<file path="src/rtl/id_stage.sv">
`default_nettype none
// ============================================================================
// Module      : id_stage
// Description : Instruction-decode stage for a single-cycle MIPS subset.
//               Holds the 32x32 register file (r0 hard-wired to zero, one
//               write port, two combinational read ports) and decodes the
//               fetched instruction into control strobes, the extended
//               immediate, the destination register number, the branch and
//               jump targets and the next-PC select.
// Revision    : 1.0 - initial release
//
// Configuration macro:
//   REGFILE_BYPASS_EN - when defined, a read of a register that is being
//                       written in the same cycle returns the write data
//                       (write-through). When undefined, the read returns
//                       the pre-write value until the next rising edge.
//
// Ports:
//   clk      in   1   rising-edge clock
//   clrn     in   1   asynchronous active-low reset (clears all registers)
//   inst     in  32   fetched instruction word
//   pc4      in  32   address of inst plus 4
//   we       in   1   write-back enable
//   wn       in   5   write-back register number
//   wd       in  32   write-back data
//   pcsource out  2   next-PC select: 00 pc4, 01 bpc, 10 jpc
//   bpc      out 32   branch target
//   jpc      out 32   jump target
//   qa, qb   out 32   register read data for rs and rt
//   imm      out 32   extended immediate
//   rn       out  5   destination register
//   wreg, m2reg, wmem, aluimm, shift, jal  out 1  control strobes
//   aluc     out  4   ALU operation code
// ============================================================================
module id_stage (
  input  logic        clk,
  input  logic        clrn,
  input  logic [31:0] inst,
  input  logic [31:0] pc4,
  input  logic        we,
  input  logic [4:0]  wn,
  input  logic [31:0] wd,
  output logic [1:0]  pcsource,
  output logic [31:0] bpc,
  output logic [31:0] jpc,
  output logic [31:0] qa,
  output logic [31:0] qb,
  output logic [31:0] imm,
  output logic [4:0]  rn,
  output logic        wreg,
  output logic        m2reg,
  output logic        wmem,
  output logic        aluimm,
  output logic        shift,
  output logic        jal,
  output logic [3:0]  aluc
);

  // --------------------------------------------------------------------------
  // Register file. Entry 0 is not stored: it always reads zero.
  // --------------------------------------------------------------------------
  logic [31:0] r_regs [1:31];

  always_ff @(posedge clk or negedge clrn) begin
    if (!clrn) begin
      for (int i = 1; i < 32; i++) begin
        r_regs[i] <= 32'd0;
      end
    end else if (we && (wn != 5'd0)) begin
      r_regs[wn] <= wd;
    end
  end

  logic [4:0]  w_rs;
  logic [4:0]  w_rt;
  logic [31:0] w_qa;
  logic [31:0] w_qb;

  assign w_rs = inst[25:21];
  assign w_rt = inst[20:16];

  always_comb begin
    w_qa = 32'd0;
    w_qb = 32'd0;
    if (w_rs != 5'd0) begin
      w_qa = r_regs[w_rs];
`ifdef REGFILE_BYPASS_EN
      // Write-through; suppressed in reset so reads stay zero while clrn=0.
      if (clrn && we && (wn == w_rs)) w_qa = wd;
`endif
    end
    if (w_rt != 5'd0) begin
      w_qb = r_regs[w_rt];
`ifdef REGFILE_BYPASS_EN
      if (clrn && we && (wn == w_rt)) w_qb = wd;
`endif
    end
  end

  assign qa = w_qa;
  assign qb = w_qb;

  // --------------------------------------------------------------------------
  // Instruction decode
  // --------------------------------------------------------------------------
  logic [5:0] w_op;
  logic [5:0] w_fn;
  logic       w_rtype;
  logic       w_add, w_sub, w_and, w_or, w_xor, w_sll, w_srl, w_sra, w_jr;
  logic       w_addi, w_andi, w_ori, w_xori, w_lw, w_sw, w_beq, w_bne;
  logic       w_lui, w_j, w_jal;
  logic       w_r_alu;
  logic       w_i_alu;
  logic       w_sext;
  logic       w_jump;
  logic       w_taken;

  assign w_op    = inst[31:26];
  assign w_fn    = inst[5:0];
  assign w_rtype = (w_op == 6'h00);

  assign w_add   = w_rtype && (w_fn == 6'h20);
  assign w_sub   = w_rtype && (w_fn == 6'h22);
  assign w_and   = w_rtype && (w_fn == 6'h24);
  assign w_or    = w_rtype && (w_fn == 6'h25);
  assign w_xor   = w_rtype && (w_fn == 6'h26);
  assign w_sll   = w_rtype && (w_fn == 6'h00);
  assign w_srl   = w_rtype && (w_fn == 6'h02);
  assign w_sra   = w_rtype && (w_fn == 6'h03);
  assign w_jr    = w_rtype && (w_fn == 6'h08);

  assign w_addi  = (w_op == 6'h08);
  assign w_andi  = (w_op == 6'h0c);
  assign w_ori   = (w_op == 6'h0d);
  assign w_xori  = (w_op == 6'h0e);
  assign w_lw    = (w_op == 6'h23);
  assign w_sw    = (w_op == 6'h2b);
  assign w_beq   = (w_op == 6'h04);
  assign w_bne   = (w_op == 6'h05);
  assign w_lui   = (w_op == 6'h0f);
  assign w_j     = (w_op == 6'h02);
  assign w_jal   = (w_op == 6'h03);

  assign w_r_alu = w_add | w_sub | w_and | w_or | w_xor | w_sll | w_srl | w_sra;
  assign w_i_alu = w_addi | w_andi | w_ori | w_xori;
  assign w_sext  = w_addi | w_lw | w_sw | w_beq | w_bne;
  assign w_jump  = w_j | w_jal | w_jr;
  assign w_taken = (w_beq && (w_qa == w_qb)) || (w_bne && (w_qa != w_qb));

  // Unrecognised encodings match none of the decode terms above, so every
  // strobe (including wreg/wmem) falls to zero and pcsource stays 00.
  assign wreg    = w_r_alu | w_i_alu | w_lw | w_lui | w_jal;
  assign m2reg   = w_lw;
  assign wmem    = w_sw;
  assign aluimm  = w_i_alu | w_lw | w_sw | w_lui;
  assign shift   = w_sll | w_srl | w_sra;
  assign jal     = w_jal;

  assign imm = w_sext ? {{16{inst[15]}}, inst[15:0]} : {16'd0, inst[15:0]};
  assign bpc = pc4 + {{14{inst[15]}}, inst[15:0], 2'b00};
  assign jpc = w_jr ? w_qa : {pc4[31:28], inst[25:0], 2'b00};

  always_comb begin
    pcsource = 2'b00;
    if (w_jump) begin
      pcsource = 2'b10;
    end else if (w_taken) begin
      pcsource = 2'b01;
    end
  end

  always_comb begin
    rn = w_rt;
    if (w_r_alu) rn = inst[15:11];
    if (w_jal)   rn = 5'd31;
  end

  // Bit-sliced ALU code: add 0000, sub 0100, and 0001, or 0101, xor 0010,
  // lui 0110, sll 0011, srl 0111, sra 1111. Branches compare by subtract;
  // loads/stores use add (all-zero code).
  always_comb begin
    aluc    = 4'b0000;
    aluc[3] = w_sra;
    aluc[2] = w_sub | w_beq | w_bne | w_or | w_ori | w_lui | w_srl | w_sra;
    aluc[1] = w_xor | w_xori | w_lui | w_sll | w_srl | w_sra;
    aluc[0] = w_and | w_andi | w_or | w_ori | w_sll | w_srl | w_sra;
  end

endmodule
`default_nettype wire
</file>
<file path="config.mk">
export PLATFORM = sky130hd
export DESIGN_NAME = id_stage
export DESIGN_NICKNAME = d
export VERILOG_FILES = /design/src/rtl/id_stage.sv
export SDC_FILE = /design/constraint.sdc
export NUM_CORES = 2
export LEC_CHECK = 0
export CAP_MARGIN = 20
export CORE_MARGIN = 2
export CORE_UTILIZATION = 46
export DETAILED_ROUTE_END_ITERATION = 12
export PLACE_DENSITY_LB_ADDON = 0.2
export SLEW_MARGIN = 20
export SYNTH_ARGS = -nofsm -noshare
export SYNTH_HDL_FRONTEND = slang
export SYNTH_SLANG_ARGS = --single-unit
export TNS_END_PERCENT = 5
</file>
<file path="constraint.sdc">
create_clock -name clk -period 10.2 [get_ports clk]
set_clock_uncertainty 0.05 [all_clocks]
set_input_delay 3.06 -clock clk [delete_from_list [all_inputs] [get_ports clk]]
set_output_delay 3.06 -clock clk [all_outputs]
set_load 0.01 [all_outputs]
</file>
* Word-level counts from Yosys, hierarchy flattened
Cells that the tools add are included.
** Cells by class
- Add/subtract/negate cells :: 1
- Magnitude comparators :: 4
- Eq/ne operators :: 21
- Multiplexer cells :: 17
- Bitwise operators :: 46
- Reductions and logical operators :: 19
** Operator list (count)
- 992-bit bitwise mux :: 1
- 32-bit binary-select mux with 5-bit select :: 2
- 32-bit two-way mux :: 9
- 32-bit demux with 5-bit select :: 1
- 1-bit bitwise OR :: 43
- 6-bit == test, second input constant :: 7
- 6-bit by 4-bit == test with 1-bit output, second input constant :: 6
- 32-bit adder :: 1
- 32-bit == test :: 1
- 32-bit inequality test :: 1
- 6-bit by 2-bit == test with 1-bit output, second input constant :: 4
- 6-bit greater-or-equal comparator, second input constant :: 3
- 5-bit inverter with 6-bit output :: 3
- 5-bit nonzero test :: 3
- 1-bit logical AND :: 13
- 6-bit by 3-bit == test with 1-bit output, second input constant :: 2
- 6-bit logical NOT :: 2
- 5-bit two-way mux :: 2
- 6-bit by 1-bit < comparator with 1-bit output, second input constant :: 1
- 2-bit two-way mux :: 1
- 1-bit logical OR :: 1
- 1-bit two-way mux :: 1
** Storage, ports and cells
- Flip-flop bits (word level) :: 992
- Input bits :: 104

* Longest topological paths before layout
- Depth in word-level cells :: 13
- Gate-level depth with buffers :: 15
- Depth with buffers taken out :: 13

* Worst setup path after synthesis
No wires, ideal clock.
- Path type :: input to output
- Start point :: input inst[23]
- End point :: output pcsource[0]
- Arrival time :: 5815 ps
- Path slack :: 1275 ps
- Cell stages on the path :: 13
- Path buffers :: 3
- Path through :: clkbuf_1 or2_2 buf_2 clkbuf_1 o221ai_1 a21oi_1 nor4_1 xnor2_1 nand4_1 nor4_1 nand3_1 nor2_2 mux2i_1
** Between the ends
- Longest elaborated chain between the ends :: 10
- Elaborated cells on any way between the ends :: 13
- Classes of those cells :: eq/ne (2); mux (6); bitwise (1); reduce/logical (4)
** Ends and longest elaborated chain
- start: declaration :: line 38 : input logic [31:0] inst,
- 5-bit inverter with 6-bit output (not written as such) :: line 86 : w_qa = r_regs[w_rs];
- 32-bit binary-select mux with 5-bit select :: line 86
- 32-bit two-way mux (not written as such) (2 in series) :: line 86
- 32-bit two-way mux * :: line 85 : if (w_rs != 5'd0) begin
- via qa[7] :: line 46 : output logic [31:0] qa,
- 32-bit == test / 32-bit inequality test (equally long branches) :: line 148 : assign w_taken = (w_beq && (w_qa == w_qb)) || (w_bne && (w_qa != w_qb));
- 1-bit logical AND :: line 148
- 1-bit logical OR * :: line 148
- 1-bit two-way mux * :: line 167 : end else if (w_taken) begin
- 2-bit two-way mux * :: line 165 : if (w_jump) begin
- end: declaration :: line 43 : output logic [1:0] pcsource,
Mark *: on every way through the listed nets, which the timed path passes. The rest lies on a longest branch. The select of a mux whose other input is x is not followed.

* Final worst setup path
- Start point :: input inst[19]
- End point :: output pcsource[0]
** Between the ends
- Longest elaborated chain between the ends :: 10
- Elaborated cells on any way between the ends :: 13
- Classes of those cells :: eq/ne (2); mux (6); bitwise (1); reduce/logical (4)
** Ends and longest elaborated chain
- 5-bit inverter with 6-bit output (not written as such) :: line 93 : w_qb = r_regs[w_rt];
- 32-bit binary-select mux with 5-bit select :: line 93
- 32-bit two-way mux (not written as such) (2 in series) :: line 93
- 32-bit two-way mux * :: line 92 : if (w_rt != 5'd0) begin
- 32-bit == test / 32-bit inequality test (equally long branches) :: line 148
- 1-bit logical AND :: line 148
- 1-bit logical OR * :: line 148
- 1-bit two-way mux * :: line 167
- 2-bit two-way mux * :: line 165
Every way passes the cells marked *; elsewhere a longest branch is shown, timed or not. The select of a mux whose other input is x is not followed.

==> run_results.csv <==
group,metric,value,unit
drt,drtPass1Iterations,5,
synth,async_reset_ff_frac,1.00,
layout,syn_to_final_growth,17.0,%
clocking,clkTransAtPathRegs,0.06,ns
global_route,global_route_usage_over_all_layers,0.320,
run_status,violations,"negative setup slack",
clocking,max-clock-path-buffers,3,
layout,number_of_flip_flops_in_the_largest_register,992,
floorplanning,std_cell_rows,128,
layout,drive_above_1_share,0.406,
floorplanning,chipHeight,353,µm
setup_path,cp-end-kind,"output pin",
floorplanning,core_region_area,121000,µm²
worst_hold_path,hold_class,"reg -> reg",
floorplanning,start_util,0.462,
synth,synth-seq-area-share,0.442,
sta,timing.max_slew.rel_slack,0.226,
synth,ys_seq_elements,992,
global_route,grt_pass1_vias,40869,
clocking,clock_tree.htree_level_count,3,
pwr,net-switching-power,3.58,mW
global_route,grt_first_pass_wirelength,292,mm
sta,setup_viol,1,
clocking,tritoncts,"yes",
synth,largest_cells_by_area_after_synthesis,"sky130_fd_sc_hd__dfrtp_1 44%, sky130_fd_sc_hd__mux2_2 21%, sky130_fd_sc_hd__mux4_2 11%, sky130_fd_sc_hd__mux2i_1 7.1%, sky130_fd_sc_hd__o221ai_1 2.1%",
synth,synth.cell_area,56100,µm²
clocking,clk_tree_root_cell,"sky130_fd_sc_hd__clkbuf_16",
synth,yosysUniqueCellTypes,65,
placed_design,place.port_buffers,276,
pwr,combinationalPowerShare,0.230,
setup_path,worstSetupStartpoint,"inst[19]",
sta,final_critical_path_setup_slack,-0.0704,ns
setup_path,path_type_of_the_worst_setup_path,"in -> out",
pwr,leakagePower,28.9,nW
layout,most_frequent_cells_in_the_layout,"1041 x sky130_fd_sc_hd__mux2_2, 992 x sky130_fd_sc_hd__dfrtp_1, 401 x sky130_fd_sc_hd__mux2i_1",
run_status,status,"finished with violations",
synth,post_synth.cell_area_avg,13.0,µm²
setup_path,timing.critical_path.from_type,"input pin",
drt,vias,41034,
clocking,numClockSinks,992,
sta,worst_pin_slew,1.16,ns
synth,synthFlopType,"sky130_fd_sc_hd__dfrtp_1",
pwr,clock_power_share,0.347,
drt,drt.antenna.violating_nets,0,
layout,post-route-util,0.541,
pwr,sw_ratio,0.286,
drt,avgRoutedWirePerCell,32.5,µm
sta,final_max_slew_viol_count,0,
layout,final_common_cell,"sky130_fd_sc_hd__mux2_2",
synth,yosysTopAreaCellShare,0.442,
clocking,clkLatencyLatePin,0.71,ns
clocking,cts-hold-fix-buffers,0,
synth,synth_edf_count,0,
synth,synth.net_count,4441,
pwr,report.power.total,12.5,mW
flow_run,max-cap-violations,0,
layout,largest-register,"r_regs",
sta,grt_setup_unrepaired,"yes",
setup_path,cp.required,7.09,ns
setup_path,r2r_cells,1,
placed_design,hpwl,125,mm
drt,drc_errors,0,
pwr,p_int,8.92,mW
layout,biggestRegsByFlops,"r_regs (992)",
synth,synth.largest_area_cell,"sky130_fd_sc_hd__dfrtp_1",
pwr,power_frac_seq,0.423,
clocking,cts_buffers,108,
synth,synth_cells,4307,
floorplanning,dieArea,125000,µm²
worst_hold_path,worstHoldPathCells,1,
pwr,max-vdd-ir-drop,0.150,mV
placed_design,dp_worst_setup_slack,-0.391,ns
floorplanning,die_width,353,µm
placed_design,gp_congestion,0.903,
sta,layout_worst_path_cycle_share,1.01,
setup_path,reg_to_reg_start,"r_regs[722]",
pwr,power_density,190,nW/µm²
global_route,overflow,0,
drt,drt_first_iter_violations,4103,
sta,fmaxAchievable,97.4,MHz
synth,synth-warning-count,0,
global_route,number_of_antenna_violations_at_the_first_check_in_global_routing,10,
sta,fin_crit,10.27,ns
global_route,grt_max_degree,174,
layout,finish.net_count,4663,
sta,final-hold-violation-count,0,
worst_hold_path,worst_hold_startpoint,"r_regs[574]",
setup_path,worstPathMaxFanout,8,
drt,routed_via_density,6.57,
drt,drt_wl_total,203,mm
floorplanning,ios,281,
setup_path,critPathArrivalTime,7.16,ns
## cells in the mapped netlist, drive strengths merged, types with 5 or more instances
cell type and number:
mux2 1041, dfrtp 992, mux2i 401, mux4 274, clkbuf 251, buf 207
nand2 183, a21oi 138, o221ai 135, nor2 128, o21ai 53, o22ai 52
a2111oi 32, xnor2 32, ha 29, xor2 27, a22o 25, o21a 25
inv 24, nor3 22, a211oi 21, nor3b 21, or3 20, a21o 19
nand2b 17, nor4 16, a22oi 11, nand3 11, o2bb2ai 10, o32ai 9
nor2b 8, nand4 7, a31oi 6, nand3b 6, a211o 5
## metal layers
layer,up-vias,GRT usage,routed length (µm)
met5,-,0,72
met4,10,0.132,9150
met3,487,0.0732,18600
met2,2073,0.485,90300
met1,21706,0.446,84800
li1,16758,-,-
## per-stage QoR
step	setup TNS [ns]	hold slack, ns	cells	instance area, µm²
finish	-0.0704	0.473	6246	65700
global route	-0.0877	0.487	6245	65700
CTS	0	0.474	6235	65600
detailed placement	-0.391	0.461	6035	61600
global placement	-0.350	0.451	6035	61600
floorplan	0	0.438	4307	56100
## final timing paths
check	to	slack, ns
worst max-delay path	pcsource[0]	-0.07
worst max register to register	r_regs[722]	9.34
worst min-delay path	r_regs[574]	0.47
max in group asynchronous	r_regs[423]	5.78
worst min register to register	r_regs[574]	0.47
min in group asynchronous	r_regs[121]	2.36
## timing repair
action | 4_1_cts | 5_1_grt
cloned | 1 | 0
gates resized for setup | 10 | 14
pin swaps | 1 | 2
setup endpoints to repair | 1 | 2
buffers inserted | 0 | 7
## power groups by stage
stage	combinational (mW)	clock, mW	sequential, mW
after floorplan	1.94	0	5.14
after global placement	2.79	0	5.29
after detailed placement	2.84	0	5.33
after CTS	2.86	4.38	5.26
after global routing	3.06	4.56	5.38
final	2.87	4.34	5.29
## cell families (layout without fill, tap and decap cells)
logic type,count (synthesis),after routing,synth area share
AO/OA/AOI/OAI,569,569,0.0720
XOR/XNOR,59,59,0.00920
adder cells (fa/ha/maj),30,30,0.00682
buffers and inverters,484,795,0.0418
flip-flops,992,992,0.442
multiplexers,1716,1716,0.391
other,0,3,0
AND/OR/NAND/NOR,457,457,0.0373
## critical path, cell delays in order
cell and delay [ns]:
sky130_fd_sc_hd__buf_4 0.26, sky130_fd_sc_hd__or3b_2 0.61, sky130_fd_sc_hd__buf_4 0.25, sky130_fd_sc_hd__o221ai_1 0.21, sky130_fd_sc_hd__a21oi_1 0.07, sky130_fd_sc_hd__a211oi_1 0.50, sky130_fd_sc_hd__buf_4 0.21, sky130_fd_sc_hd__xor2_1 0.23
sky130_fd_sc_hd__nor4_4 0.38, sky130_fd_sc_hd__buf_4 0.18, sky130_fd_sc_hd__nand4_1 0.15, sky130_fd_sc_hd__nor2_4 0.20, sky130_fd_sc_hd__mux2i_1 0.25, sky130_fd_sc_hd__clkdlybuf4s50_1 0.56
## layout make-up
cell class / count / area [µm²]
fillers: 10227 / 55700
clock buffers: 140 / 3030
diodes: 3 / 7.51
flip-flops and latches: 992 / 24800
well taps: 1625 / 2030
repair buffers: 570 / 5550
clock inverters: 59 / 891
multi-input cells: 2831 / 29200
inverters: 26 / 100
No activity file was read; power rests on OpenSTA's default activity.
